[config.mk]
export PLATFORM = sky130hd
export DESIGN_NAME = mlu_ctrl_flat
export DESIGN_NICKNAME = d
export VERILOG_FILES = /design/src/rtl/mlu_ctrl_if.sv /design/src/rtl/mlu_ctrl.sv /design/src/flat_wrapper.sv
export SDC_FILE = /design/constraint.sdc
export NUM_CORES = 1
export LEC_CHECK = 0
export CORE_MARGIN = 3
export CORE_UTILIZATION = 36
export CTS_CLUSTER_DIAMETER = 50
export DETAILED_ROUTE_END_ITERATION = 10
export PLACE_DENSITY_LB_ADDON = 0.2
export SETUP_SLACK_MARGIN = 0.4
export SLEW_MARGIN = 20
export SYNTH_ARGS = -nofsm -noshare
export SYNTH_HDL_FRONTEND = slang
export SYNTH_SLANG_ARGS = --single-unit
export TNS_END_PERCENT = 100
[constraint.sdc]
create_clock -name clk -period 1.7 [get_ports clk]
set_clock_uncertainty 0.1 [all_clocks]
set_input_delay 0.51 -clock clk [delete_from_list [all_inputs] [get_ports clk]]
set_output_delay 0.51 -clock clk [all_outputs]
set_load 0.005 [all_outputs]
[src/rtl/mlu_ctrl_if.sv]
// Multiplier-unit bus: operands and mode out to the MLU, completion and product back.
interface mlu_ctrl_if;
  logic        mlu_start;
  logic        mlu_sign;
  logic [31:0] mlu_op1;
  logic [31:0] mlu_op2;
  logic        mlu_ready;
  logic [63:0] mlu_result;

  modport master (
    output mlu_start, mlu_sign, mlu_op1, mlu_op2,
    input  mlu_ready, mlu_result
  );

  modport slave (
    input  mlu_start, mlu_sign, mlu_op1, mlu_op2,
    output mlu_ready, mlu_result
  );
endinterface

[src/rtl/mlu_ctrl.sv]
// Multiply controller: sequences MULT/MULTU through an external multiplier,
// stalls the pipeline while the product is pending and owns the HI/LO registers.
module mlu_ctrl (
  input  logic        clk,
  input  logic        resetn,
  input  logic        req_valid,
  input  logic        req_signed,
  input  logic [31:0] op_a,
  input  logic [31:0] op_b,
  input  logic        flush,
  input  logic        hi_we,
  input  logic        lo_we,
  input  logic [31:0] hilo_wdata,
  output logic        stall,
  mlu_ctrl_if.master  mlu,
  output logic [31:0] hi_o,
  output logic [31:0] lo_o,
  output logic        done,
  output logic        err
);

  localparam int unsigned DATA_W  = 32;
  localparam int unsigned CNT_W   = 5;
  localparam int unsigned TIMEOUT = 16;

  typedef enum logic [1:0] {
    IDLE = 2'd0,
    RUN  = 2'd1,
    DONE = 2'd2
  } state_t;

  state_t              state_q;
  state_t              state_d;
  logic [DATA_W-1:0]   op1_q;
  logic [DATA_W-1:0]   op2_q;
  logic                sign_q;
  logic [CNT_W-1:0]    cnt_q;
  logic                ok_q;
  logic                start_c;
  logic                accept_c;
  logic                capture_c;
  logic                timeout_c;

  // State register.
  always_ff @(posedge clk or negedge resetn) begin
    if (!resetn) state_q <= IDLE;
    else         state_q <= state_d;
  end

  // Next-state and control decode; stall is combinational so the request is held the cycle it arrives.
  always_comb begin
    state_d   = state_q;
    stall     = 1'b0;
    start_c   = 1'b0;
    done      = 1'b0;
    accept_c  = 1'b0;
    capture_c = 1'b0;
    timeout_c = 1'b0;
    case (state_q)
      IDLE: begin
        if (req_valid && !flush) begin
          accept_c = resetn;
          stall    = resetn;
          state_d  = RUN;
        end
      end
      RUN: begin
        stall   = 1'b1;
        start_c = 1'b1;
        if (flush) begin
          state_d = IDLE;
        end else if (mlu.mlu_ready) begin
          capture_c = 1'b1;
          state_d   = DONE;
        end else if (cnt_q == CNT_W'(TIMEOUT - 1)) begin
          timeout_c = 1'b1;
          state_d   = DONE;
        end
      end
      DONE: begin
        done    = ok_q;
        state_d = IDLE;
      end
      default: state_d = IDLE;
    endcase
  end

  // Operand/mode latches and RUN cycle counter.
  always_ff @(posedge clk or negedge resetn) begin
    if (!resetn) begin
      op1_q  <= '0;
      op2_q  <= '0;
      sign_q <= 1'b0;
      cnt_q  <= '0;
    end else if (accept_c) begin
      op1_q  <= op_a;
      op2_q  <= op_b;
      sign_q <= req_signed;
      cnt_q  <= '0;
    end else if (state_q == RUN) begin
      cnt_q  <= cnt_q + CNT_W'(1);
    end
  end

  // Completion outcome (done pulse qualifier) and sticky watchdog flag.
  always_ff @(posedge clk or negedge resetn) begin
    if (!resetn) begin
      ok_q <= 1'b0;
      err  <= 1'b0;
    end else begin
      if (capture_c)      ok_q <= 1'b1;
      else if (timeout_c) ok_q <= 1'b0;
      if (timeout_c)      err  <= 1'b1;
    end
  end

  // HI/LO registers; a product capture overrides MTHI/MTLO in the same cycle.
  always_ff @(posedge clk or negedge resetn) begin
    if (!resetn) begin
      hi_o <= '0;
      lo_o <= '0;
    end else if (capture_c) begin
      hi_o <= mlu.mlu_result[2*DATA_W-1:DATA_W];
      lo_o <= mlu.mlu_result[DATA_W-1:0];
    end else begin
      if (hi_we) hi_o <= hilo_wdata;
      if (lo_we) lo_o <= hilo_wdata;
    end
  end

  assign mlu.mlu_start = start_c;
  assign mlu.mlu_sign  = sign_q;
  assign mlu.mlu_op1   = op1_q;
  assign mlu.mlu_op2   = op2_q;

endmodule

[src/flat_wrapper.sv]
// flat-port wrapper written by rule: the top's interface ports become plain ports
module mlu_ctrl_flat 
  (clk, resetn, req_valid, req_signed, op_a, op_b, flush, hi_we, lo_we, hilo_wdata, stall, hi_o, lo_o, done, err, mlu_mlu_start, mlu_mlu_sign, mlu_mlu_op1, mlu_mlu_op2, mlu_mlu_ready, mlu_mlu_result);
  mlu_ctrl_if mlu_i ();
  input  logic clk;
  input  logic resetn;
  input  logic req_valid;
  input  logic req_signed;
  input  logic [31:0] op_a;
  input  logic [31:0] op_b;
  input  logic flush;
  input  logic hi_we;
  input  logic lo_we;
  input  logic [31:0] hilo_wdata;
  output logic stall;
  output logic [31:0] hi_o;
  output logic [31:0] lo_o;
  output logic done;
  output logic err;
  output wire logic [$bits(mlu_i.mlu_start)-1:0] mlu_mlu_start;
  output wire logic [$bits(mlu_i.mlu_sign)-1:0] mlu_mlu_sign;
  output wire logic [$bits(mlu_i.mlu_op1)-1:0] mlu_mlu_op1;
  output wire logic [$bits(mlu_i.mlu_op2)-1:0] mlu_mlu_op2;
  input wire logic [$bits(mlu_i.mlu_ready)-1:0] mlu_mlu_ready;
  input wire logic [$bits(mlu_i.mlu_result)-1:0] mlu_mlu_result;
  assign mlu_mlu_start = mlu_i.mlu_start;
  assign mlu_mlu_sign = mlu_i.mlu_sign;
  assign mlu_mlu_op1 = mlu_i.mlu_op1;
  assign mlu_mlu_op2 = mlu_i.mlu_op2;
  assign mlu_i.mlu_ready = mlu_mlu_ready;
  assign mlu_i.mlu_result = mlu_mlu_result;
  mlu_ctrl u_core (.clk(clk), .resetn(resetn), .req_valid(req_valid), .req_signed(req_signed), .op_a(op_a), .op_b(op_b), .flush(flush), .hi_we(hi_we), .lo_we(lo_we), .hilo_wdata(hilo_wdata), .stall(stall), .mlu(mlu_i), .hi_o(hi_o), .lo_o(lo_o), .done(done), .err(err));
endmodule
# --- After elaboration in Yosys (flattened, before gate mapping) ---
# Index checks and enable logic that the tools add are counted.
word_totals:
  n_memories: 0
  romBits: 0
  ramBits: 0
  register_bits: 138
  input_bits: 168
  latch_bits: 0
  wordCells: 48
  out_inout_bits: 133
classes:
  bitwise: 0
  n_shift: 0
  mux: 25
  multipliers: 0
  n_addsub: 1
  eq_ne: 5
  n_div: 0
  n_reduce_logical: 8
  order_cmp: 0
ops:
  columns: ["operator", "count"]
  rows:
  - ["$mux W32", 4]
  - ["$mux W1", 13]
  - ["$mux W5", 2]
  - ["$mux W2", 4]
  - ["$reduce_bool A2 Y1", 4]
  - ["$add A5 B1 Y5 const B", 1]
  - ["$eq A5 B4 Y1 const B", 1]
  - ["$ne A4 B3 Y1 const B", 1]
  - ["$pmux W2 S2", 1]
  - ["$eq A2 B1 Y1 const B", 1]
  - ["$eq A2 B2 Y1 const B", 1]
  - ["$logic_not A2 Y1", 1]
  - ["$ne A2 B1 Y1 const B", 1]
  - ["$pmux W1 S2", 1]
  - ["$reduce_and A2 Y1", 1]
  - ["$logic_and A1 B1 Y1", 1]
  - ["$logic_not A1 Y1", 1]

# --- Logic depth before layout (Yosys ltp) ---
depth:
  word_depth: 7
  depth_mapped: 6
  mapped_depth_nobuf: 6

# --- Least setup slack after synthesis ---
# OpenSTA, ideal clock, no wires.
synth_timing:
  kind: "input to register"
  from: "in flush"
  to: "reg u_core.op1_q[17] (netlist: u_core.mlu.mlu_op1[17])"
  n_path_buf: 2
  required_ns: 1.472
  stages: 4
  setup_slack_ns: -0.044
  setup_time_ns: 0.128
  arrival_time_ns: 1.516
  cell_sequence: "nor4_4 -> buf_4 -> buf_4 -> mux2_1"
synth_via:
  elab_chain_len: 4
synth_rtl:
  columns: ["item", "line_no", "source"]
  rows:
  - ["start: declaration", "flat_wrapper.sv:11", "input logic flush;"]
  - ["$logic_not A1 Y1", "mlu_ctrl.sv:61", "if (req_valid && !flush) begin"]
  - ["$logic_and A1 B1 Y1", "mlu_ctrl.sv:61", null]
  - ["$mux W1", "mlu_ctrl.sv:61", null]
  - ["$mux W1", "mlu_ctrl.sv:59", "case (state_q)"]
  - ["end signal: assignment", "mlu_ctrl.sv:96", "op1_q <= op_a;"]
  - ["end: declaration", "mlu_ctrl.sv:34", "logic [DATA_W-1:0] op1_q;"]
# No other way between the ends.
# A chain may end at the register's enable or synchronous reset.

# --- Worst setup path after layout ---
layout_timing:
  from: "reg u_core.state_q[1]"
  to: "reg u_core.lo_o[0]"
layout_via:
  elab_chain_len: 3
  word_cells_on_any_way: 4
  classes_between: "eq/ne: 1; mux: 2; reduce/logical: 1"
layout_rtl:
  columns: ["item", "line_no", "source"]
  rows:
  - ["start: declaration", "mlu_ctrl.sv:32", "state_t state_q;"]
  - ["start signal: assignment", "mlu_ctrl.sv:47", "else state_q <= state_d;"]
  - ["$eq A2 B1 Y1 (*)", "mlu_ctrl.sv:59", null]
  - ["$mux W1 (*)", "mlu_ctrl.sv:59", null]
  - ["$mux W32 or $reduce_bool A2 Y1 (tied branches)", null, null]
  - ["end signal: assignment", "mlu_ctrl.sv:124", "lo_o <= mlu.mlu_result[DATA_W-1:0];"]
  - ["end signal: assignment", "mlu_ctrl.sv:127", "if (lo_we) lo_o <= hilo_wdata;"]
  - ["end: declaration", "mlu_ctrl.sv:17", "output logic [31:0] lo_o,"]
# Mark *: on every way between the ends. The rest lies on a longest branch, timed or not.

==> results by group <==
GRT
  – Pin count of the biggest net entering global routing: 61
  – Total grt overflow: 0
  – First-pass GRT wire length: 33.1 mm
  – GRT Total Usage: 24.1%
  – Initial antenna violation count: 1
  – Vias in the first global route: 5,884

Critical path
  – Crit Path Class: flop to flop
  – Crit start category: flop
  – Critical Path End Type: flop
  – Critical Path AT: 2.17 ns
  – Worst-path fanout max: 8
  – Worst Path Required: 1.94 ns

Yosys
  – Most common cell in the netlist: dfrtp_1
  – Share of the synthesized area in the top cell type: 59.8%
  – Post-synth top area cell: dfrtp_1
  – Top post-synthesis cells by area: dfrtp_1, mux2i_1, mux2_2, o21ai_0, nand2_1
  – Synth async-reset ratio: 100%
  – Synth cell types: 27
  – Post-Synthesis Cells: 459
  – Synthesized area: 5780 sq um
  – Synth Net Count: 629
  – Mean Syn Cell Area: 12.6 sq um
  – Warnings from Yosys: 0
  – Post-synth EDFFs: 0
  – Yosys reg bits: 138
  – Top FF cell, synth: dfrtp_1
  – Synth cell count leaders: dfrtp_1, nand2_1, mux2i_1, o21ai_0, mux2_2
  – Seq/Total Area, Yosys: 59.8%

Pwr
  – Leak: 0.00545 uW
  – Worst ir drop on vdd: 0.851 mV
  – Post-layout power: 11,700 uW
  – Power Density: 1020 nW/um^2

Route
  – Iteration-0 DRC count of the detailed router: 195
  – Remaining antenna violation count: 0
  – DR DRC count: 0
  – Vias post-DR: 5,519
  – Pre-antenna DRT Iters: 4
  – Via/cell ratio: 4.94
  – Final wirelength: 23.1 mm
  – WL per Instance: 20.7 microns

Clock tree
  – CTS H-Tree Depth: 4
  – TritonCTS clock tree: yes
  – Worst skew pair latency: 0.42 ns
  – CTS buffer count: 17
  – Total clock sinks: 138
  – Clock-pin slew on the worst setup and hold paths: 0.06 ns
  – Max Root-Sink Buffers: 2
  – Root Buffer: clkbuf_16

Floorplan
  – Initial Utilization: 37.4%
  – Chip width: 133 microns
  – Core ar.: 15,400 sq um
  – Rows: 45
  – I/O pin cnt: 301
  – Die ar.: 17,600 sq um
  – Chip height: 133 microns

Finish
  – Nets: 1,065
  – Area Overhead vs Synth: 97.6%
  – Antenna diode count: 0
  – Fin util: 74.0%
  – Layout cells sized above 1: 53.1%

STA
  – Worst-Margin Slew: 0.574 ns
  – Number of setup violations in the final report: 133
  – Final period util: 114%
  – Tmin final: 1.93 ns
  – Hold_ws: 0.0945 ns
  – Max Fclk: 518 MHz
  – RSZ-0062 raised after global routing: yes
  – Final count of hold timing violations: 0
  – Max-slew violation count: 0
  – Setup ws final: -0.232 ns
  – Relative slew slack: 61.8%

Place
  – I/O Buffers: 300
  – Dpl hpwl: 13.0 mm
  – Placer Congestion: 0.753

Hold path
  – Hold Path Class: input pin to asynchronous set/reset pin

Flow run
  – Max cap viols: 0

Outcome
  – Status: complete, but fails checks
  – Failing checks: negative setup slack
[cell families after synthesis]
logic type / Yosys count / share of synthesized area (%)
and+or+nand+nor: 81 / 6.13
DFF: 138 / 59.8
xor gates and xnor gates: 1 / 0.152
muxes: 131 / 24.1
buffers and inverters: 34 / 3.01
adders and majority gates: 2 / 0.433
AOI/OAI and AO/OA: 72 / 6.39
[final cells by class]
type | instances | area [sq um]
timing repair buffer | 447 | 4170
fill | 984 | 4010
sequential | 138 | 3450
multi-input combinational | 287 | 2840
clock buffer | 19 | 453
tap | 211 | 264
clock inverter | 12 | 220
inverter | 4 | 15.0
[path summary, 6_finish.rpt]
check	cells after the start	slack [ns]	from	end
hold / removal	2	0.09	resetn	u_core.lo_o[24]
max in group asynchronous	3	0.67	resetn	u_core.mlu.mlu_op2[24]
setup reg to reg	10	-0.23	u_core.state_q[1]	u_core.lo_o[0]
setup / recovery	10	-0.23	u_core.state_q[1]	u_core.lo_o[0]
hold reg to reg	1	0.40	u_core.mlu.mlu_op1[17]	u_core.mlu.mlu_op1[17]
min in group clk	1	0.40	u_core.mlu.mlu_op1[17]	u_core.mlu.mlu_op1[17]
[cells in the final DEF, fill, tap and decap left out, types with 3 or more instances in the layout]
cell and instances:
buf_8 4, buf_4 85, buf_6 22, o21ai_2 49
buf_2 132, nand2_4 28, clkbuf_16 22, clkdlybuf4s50_1 162
nand2_2 14, clkinv_2 3, mux2_2 14, mux2i_1 66
o21ai_1 15, buf_12 17, buf_16 16, nand2_1 27
dfrtp_1 137, mux2_4 49, bufinv_16 6
[power breakdown]
part	internal, uW	leakage (uW)	switching (uW)
combinational	1990	0.00348	1160
sequential	3910	0.00164	360
clock	2820	0.000329	1420
total	8720	0.00545	2930
[state kept, by name, summed over array words and instances, names as in the netlist]
signal               cells
u_core.hi_o             32
u_core.lo_o             32
u_core.mlu.mlu_op1      32
u_core.mlu.mlu_op2      32
u_core.cnt_q             5
u_core.state_q           2
u_core.err               1
u_core.mlu.mlu_sign      1
u_core.ok_q              1
[worst max-delay path: stages (launching register included)]
cell,delay (ns)
dfrtp_1,0.40
buf_6,0.14
buf_6,0.12
buf_6,0.10
and4bb_4,0.36
buf_8,0.14
buf_12,0.11
buf_12,0.10
buf_16,0.13
nand2_2,0.06
o21ai_1,0.09
[layer usage]
layer	vias to the layer above	share of wire [%]	global-route usage, %
li1	2482	-	-
met1	2732	38	27.4
met2	260	52	41.8
met3	43	8.1	9.24
met4	2	2.3	8.26
met5	-	0.056	0
[timing repair]
action / CTS / global route
hold endpoints to repair: 11 / 0
pin swaps: 19 / 25
hold buffers: 1 / 0
cloned: 16 / 5
resized for setup: 648 / 109
setup endpoints to repair: 303 / 303
buffers inserted: 49 / 49
[per-stage QoR]
step / setup WS (ns) / instances / setup TNS [ns] / area, sq um
2_1_floorplan: 0.00491 / 459 / 0 / 5930
3_3_place_gp: -0.695 / 967 / -69.74 / 9190
3_5_place_dp: -0.721 / 967 / -76.09 / 9190
4_1_cts: -0.180 / 1064 / -16.05 / 10500
5_1_grt: -0.268 / 1118 / -24.31 / 11400
6_report: -0.232 / 1118 / -18.88 / 11400
(Power assumes the default switching activity.)
